$ cat config.mk
export PLATFORM = sky130hd
export DESIGN_NAME = ram_page_reader
export DESIGN_NICKNAME = d
export VERILOG_FILES = /design/src/rtl/ram_page_reader_pkg.sv /design/src/rtl/ram_row_fifo.sv /design/src/rtl/ram_page_reader.sv
export SDC_FILE = /design/constraint.sdc
export NUM_CORES = 2
export LEC_CHECK = 0
export ABC_AREA = 1
export CAP_MARGIN = 20
export CORE_AREA = 10 10 641 643
export CTS_CLUSTER_SIZE = 25
export DETAILED_ROUTE_END_ITERATION = 10
export DIE_AREA = 0 0 651 653
export GPL_TIMING_DRIVEN = 0
export PLACE_DENSITY = 0.48
export SLEW_MARGIN = 20
export SYNTH_ARGS = -nofsm -noshare
export SYNTH_HDL_FRONTEND = slang
export SYNTH_HIERARCHICAL = 1
export SYNTH_SLANG_ARGS = --single-unit
$ cat constraint.sdc
create_clock -name clk -period 72.1 [get_ports clk]
set_input_delay 7.21 -clock clk [delete_from_list [all_inputs] [get_ports clk]]
set_output_delay 7.21 -clock clk [all_outputs]
set_load 0.05 [all_outputs]
$ cat src/rtl/ram_page_reader_pkg.sv
// Shared constants and FSM encoding for the result-RAM page drain engine.
package ram_page_reader_pkg;
  localparam int ROW_BYTES  = 128;
  localparam int BEAT_BYTES = 64;
  localparam int ROW_ADDR_W = 9;
  localparam int PAGE_LEN_W = 17;

  typedef enum logic [1:0] {S_IDLE, S_RUN, S_DRAIN, S_FINISH} state_e;
endpackage

$ cat src/rtl/ram_row_fifo.sv
// Row buffer: full rows written in one cycle, drained as two half-row beats.
module ram_row_fifo
  import ram_page_reader_pkg::*;
#(
  parameter int DEPTH = 2
) (
  input  logic                          clk,
  input  logic                          rst_n,
  input  logic                          wr,
  input  logic [ROW_BYTES*8-1:0]        wr_data,
  input  logic                          adv,
  input  logic                          last_beat,
  output logic                          valid,
  output logic [BEAT_BYTES*8-1:0]       beat_data,
  output logic [$clog2(DEPTH):0]        free
);
  localparam int AW = $clog2(DEPTH);

  logic [DEPTH-1:0][1:0][BEAT_BYTES*8-1:0] mem;
  logic [AW-1:0] wp, rp;
  logic [AW:0]   cnt;
  logic          half, pop;

  // A row retires after its upper beat, or early when its lower beat ends the page.
  assign pop = adv & (half | last_beat);

  always_ff @(posedge clk or negedge rst_n) begin
    if (!rst_n) begin
      wp   <= '0;
      rp   <= '0;
      cnt  <= '0;
      half <= 1'b0;
    end else begin
      if (wr) wp <= wp + 1'b1;
      if (pop) begin
        rp   <= rp + 1'b1;
        half <= 1'b0;
      end else if (adv) begin
        half <= 1'b1;
      end
      cnt <= cnt + {{AW{1'b0}}, wr} - {{AW{1'b0}}, pop};
    end
  end

  always_ff @(posedge clk) begin
    if (wr) mem[wp] <= wr_data;
  end

  assign valid     = (cnt != '0);
  assign beat_data = mem[rp][half];
  assign free      = (AW+1)'(DEPTH) - cnt;
endmodule

$ cat src/rtl/ram_page_reader.sv
// Drains a committed page from the result BRAM row by row into 512-bit beats,
// then pulses block_out_finish so the blocks flip valid polarity.
module ram_page_reader
  import ram_page_reader_pkg::*;
#(
  parameter int NUM_BLOCKS     = 16,
  parameter int ROW_FIFO_DEPTH = 2
) (
  input  logic                        clk,
  input  logic                        rst_n,
  input  logic                        start,
  input  logic [PAGE_LEN_W-1:0]       page_length,
  input  logic [PAGE_LEN_W-1:0]       committed_bytes,
  output logic                        rd_en,
  output logic [ROW_ADDR_W-1:0]       rd_address,
  input  logic [NUM_BLOCKS*64-1:0]    ram_data_in,
  output logic                        out_valid,
  input  logic                        out_ready,
  output logic [BEAT_BYTES*8-1:0]     out_data,
  output logic [BEAT_BYTES-1:0]       out_keep,
  output logic                        out_last,
  output logic                        block_out_finish,
  output logic                        busy
);
  localparam int FW = $clog2(ROW_FIFO_DEPTH);

  state_e                  state;
  logic [PAGE_LEN_W-1:0]   len_q, row_end, need;
  logic [9:0]              rows_q, row_cnt, rows_n;
  logic [10:0]             beats_q, beat_cnt, beats_n;
  logic                    rd_pend, fifo_vld, hs, is_last;
  logic [BEAT_BYTES*8-1:0] beat;
  logic [FW:0]             free;
  logic [5:0]              keep_sh;

  assign rows_n  = page_length[16:7] + {9'd0, |page_length[6:0]};
  assign beats_n = page_length[16:6] + {10'd0, |page_length[5:0]};

  // Bytes that must be final before row row_cnt may be read.
  assign row_end = {row_cnt + 10'd1, 7'd0};
  assign need    = (row_end < len_q) ? row_end : len_q;

  // Reads are spaced two cycles apart, so the single pending read is the only
  // one in flight; a row is only issued into a guaranteed free slot.
  assign rd_en = (state == S_RUN) && (row_cnt < rows_q) && (committed_bytes >= need) &&
                 !rd_pend && (free != '0);
  assign rd_address = row_cnt[ROW_ADDR_W-1:0];

  assign hs      = out_valid & out_ready;
  assign is_last = (beat_cnt == beats_q - 11'd1);
  assign keep_sh = 6'd63 - (len_q[5:0] - 6'd1);

  assign out_valid = fifo_vld;
  assign out_data  = fifo_vld ? beat : '0;
  assign out_last  = fifo_vld & is_last;
  assign out_keep  = !fifo_vld ? '0 :
                     is_last   ? ({BEAT_BYTES{1'b1}} >> keep_sh) : '1;

  always_ff @(posedge clk or negedge rst_n) begin
    if (!rst_n) rd_pend <= 1'b0;
    else        rd_pend <= rd_en;
  end

  ram_row_fifo #(.DEPTH(ROW_FIFO_DEPTH)) u_fifo (
    .clk       (clk),
    .rst_n     (rst_n),
    .wr        (rd_pend),
    .wr_data   (ram_data_in),
    .adv       (hs),
    .last_beat (is_last),
    .valid     (fifo_vld),
    .beat_data (beat),
    .free      (free)
  );

  always_ff @(posedge clk or negedge rst_n) begin
    if (!rst_n) begin
      state            <= S_IDLE;
      busy             <= 1'b0;
      block_out_finish <= 1'b0;
      len_q            <= '0;
      rows_q           <= '0;
      beats_q          <= '0;
      row_cnt          <= '0;
      beat_cnt         <= '0;
    end else begin
      if (rd_en) row_cnt  <= row_cnt + 10'd1;
      if (hs)    beat_cnt <= beat_cnt + 11'd1;
      case (state)
        S_IDLE: if (start) begin
          len_q    <= page_length;
          rows_q   <= rows_n;
          beats_q  <= beats_n;
          row_cnt  <= '0;
          beat_cnt <= '0;
          busy     <= 1'b1;
          state    <= (page_length == '0) ? S_FINISH : S_RUN;
        end
        S_RUN: if (rd_en && row_cnt == rows_q - 10'd1) state <= S_DRAIN;
        S_DRAIN: if (hs && is_last) begin
          state            <= S_FINISH;
          block_out_finish <= 1'b1;
        end
        // An empty page arrives here with the pulse not yet raised: raise it
        // for one cycle first, then return to idle.
        S_FINISH: if (block_out_finish) begin
          block_out_finish <= 1'b0;
          busy             <= 1'b0;
          state            <= S_IDLE;
        end else begin
          block_out_finish <= 1'b1;
        end
        default: state <= S_IDLE;
      endcase
    end
  end
endmodule
==> flow_summary_export.csv <==
group,metric,value,unit
logic_synthesis,synth-edff-count,2048,
clock_network,path_clk_slew,0.06,ns
logic_synthesis,syn_avg_cell_area,11.34,um2
power,p_clk_frac,0.215,
logic_synthesis,ys_warn_count,6,
logic_synthesis,synthArstFlopShare,0.03259,
outcome,status,"complete, no violations",
sta,finalHoldViolCount,0,
floorplanning,core,398000,um2
power,swShare,0.4862,
clock_network,cts_inserted_buffers,262,
drt,avgRoutedWirePerCell,26.86,um
global_route,grtUsageTotal,0.1868,
clock_network,cts_tree,"yes",
floorplanning,die_h,653,um
placement,portBuffers,1651,
logic_synthesis,yosysTopAreaCellShare,0.6760,
logic_synthesis,synth-seq-area-share,0.6950,
power,peakVddDrop,0.00003972,V
power,p_per_area,49.01,nW/um2
sta,slew_headroom,0.2237,
power,p_int,3137,uW
placement,dp.cells,15010,
cells_and_area,final_cells,15550,
job,max-cap-violations,0,
floorplanning,start_util,0.2286,
drt,vias_per_cell,4.288,
logic_synthesis,synthTopCellsByArea,"edfxtp_1 (68%), nand2_1 (9.3%), o211ai_1 (8.5%)",
drt,drtPass1Iterations,5,
worst_setup_path,critical_path_class,"input port to primary output",
logic_synthesis,ys.flop_type,"edfxtp_1",
global_route,grt_pass1_wl,552600,um
floorplanning,dieWidth,651,um
clock_network,cts_max_path_buffers,4,
logic_synthesis,netlist_area,90970,um2
clock_network,cts_resized,0,
clock_network,cts_hold_buffers,0,
placement,hpwl,329600,um
sta,finalSetupViolations,0,
logic_synthesis,synth_area_leader_cell,"edfxtp_1",
floorplanning,rows,232,
sta,fin_crit_sh,0.2442,
sta,timing_worst_slew_pin_value,1.160,ns
clock_network,cts.sink_count,2117,
clock_network,clock_latency,0.90,ns
clock_network,h-tree-depth,5,
power,leakage,0.05065,uW
placement,placed_cell_area,115900,um2
drt,postRouteWirelength,417800,um
logic_synthesis,synthesis.nets,9136,
worst_setup_path,path_max_fanout,9,
sta,fin_skew,0.05520,ns
logic_synthesis,synthCells,8019,
cells_and_area,nFillCells,40750,
clock_network,cts_setup_buffers,0,
logic_synthesis,synth-seq-cells,2117,
logic_synthesis,synth_cell_type_count,46,
power,seq_power_share,0.249,
drt,drc,0,
drt,postRouteAntennaNets,0,
sta,min_period,17.61,ns
floorplanning,ios,1652,
worst_hold_path,hp-class,"flip-flop to flip-flop",
placement,place_congestion,0.8833,
cells_and_area,area_growth,36.98,%
worst_setup_path,startpoint,"committed_bytes[14]",
worst_setup_path,cp_data_required_time,64.89,ns
power,pwr-share-comb,0.537,
cells_and_area,final_net_count,11130,
power,p_sw,2969,uW
drt,drt_iter0_markers,5226,
worst_setup_path,r2r-start,"row_cnt[4]",
floorplanning,die_area,425100,um2
drt,vias,66690,
worst_setup_path,end_kind,"primary output",
logic_synthesis,synth_common_cells,"nand2_1 (2258), edfxtp_1 (2048), inv_1 (1736)",
worst_hold_path,holdCritStartpoint,"len_q[7]",
logic_synthesis,yosysMostFrequentCell,"nand2_1",
cells_and_area,drive_above_1_share,0.07594,
global_route,gr-total-overflow,0,
cells_and_area,post-route-cell-area,124600,um2
sta,slew_violations,0,
worst_setup_path,cp.arrival,10.40,ns
clock_network,cts_root_buffer,"clkbuf_16",
global_route,grt_max_degree,90,
global_route,grt_pass1_vias,64270,
sta,rsz0062_at_grt,"false",
global_route,antenna_found_initial,254,
sta,fmax,0.05680,GHz
worst_setup_path,critPathLaunchType,"input port",
==> worst max-delay path: stages <==
cell and delay, ns:
clkdlybuf4s50_1 0.53, ha_1 0.36, nand2_1 0.06, nor2_1 0.10, nand3_1 0.09, nor2_1 0.11
nor2_1 0.05, nand3_1 0.16, nand4_1 0.40, inv_1 0.39, clkdlybuf4s50_1 0.92
==> per-layer routing <==
layer,global-route usage,up-vias,part of all wire
met2,0.3189,2470,0.48
met5,0,-,0.0019
met4,0.05683,122,0.032
met3,0.05145,697,0.081
met1,0.2297,32500,0.40
li1,-,30900,-
==> cell usage in the layout, fill, tap and decap left out, drive strengths merged, types with 2 or more instances in the layout <==
cell and count:
nand3b 2, o211ai 1036, clkinvlp 9, o21ai 109, nor3b 5, nor2 91, xnor2 6, dfrtp 69
nor4 3, o21a 3, inv 1757, xor2 18, a21oi 39, a22oi 8, bufinv 23, o31ai 4
clkinv 85, buf 384, ha 55, nor3 11, nand4 14, nand3 50, edfxtp 2048, diode 82
nand2 2259, o21bai 2, a31oi 4, clkbuf 455, clkdlybuf4s50 1649
==> power by group through the flow <==
stage / Sequential (uW) / Combinational (uW) / Clock [uW]
floorplan: 1710 / 1860 / 0
global placement: 1840 / 3290 / 0
detailed placement: 1540 / 3330 / 0
CTS: 1520 / 3340 / 1350
global route: 1530 / 3470 / 1390
finish: 1520 / 3280 / 1310
==> final cells by class <==
class	instances	area (um2)	area share
plain buffers	434	2242	0.01799
clock buffers	328	6929	0.05561
inverters	1741	6543	0.05250
diodes	82	205.2	0.001647
flip-flops and latches	2117	63230	0.5074
repair buffers	1726	18350	0.1473
clock inverters	133	1543	0.01238
multi-input cells	3727	18990	0.1524
well taps	5265	6588	0.05286
==> worst paths after layout <==
| check | endpoint | slack (ns) | cells after the start |
|---|---|---|---|
| max | rd_en | 54.49 | 11 |
| max in group asynchronous | beat_cnt[1] | 65.17 | 2 |
| min reg2reg | len_q[7] | 0.49 | 2 |
| max reg2reg | state[1] | 66.74 | 23 |
| min | len_q[7] | 0.49 | 2 |
| min in group asynchronous | row_cnt[3] | 6.33 | 1 |
==> metrics by stage <==
step             util  setup slack [ns]  setup TNS [ns]  power (uW)  hold slack [ns]
6_report       0.3131             54.49               0        6107           0.4895
5_1_grt        0.3128             54.33               0        6388           0.5110
4_1_cts        0.3126             54.43               0        6204           0.4902
3_5_place_dp   0.2913             54.45               0        4870           0.4763
3_3_place_gp   0.2867            -6.805        -6471.05        5139           0.4715
2_1_floorplan       -             26.54               0        3564           0.4530
==> state kept, by name, summed over array words and instances, names as in the netlist <==
name	cells
beat_cnt	11
beats_q	11
block_out_finish	1
busy	1
len_q	17
rd_pend	1
row_cnt	10
rows_q	10
state	2
u_fifo/cnt	2
u_fifo/half	1
u_fifo/mem	2048
u_fifo/rp	1
u_fifo/wp	1
==> kinds of logic (layout without fill, tap and decap cells) <==
logic type / count (synthesis) / in the layout / share of synthesized area
compound gates: 1210 / 1210 / 0.09593
other cells: 0 / 82 / 0
xor+xnor: 25 / 25 / 0.002558
flops: 2117 / 2117 / 0.6950
fa+ha+maj: 55 / 55 / 0.007565
buf+inv: 2175 / 4362 / 0.09637
simple gates: 2437 / 2437 / 0.1026
(Power assumes the default switching activity.)
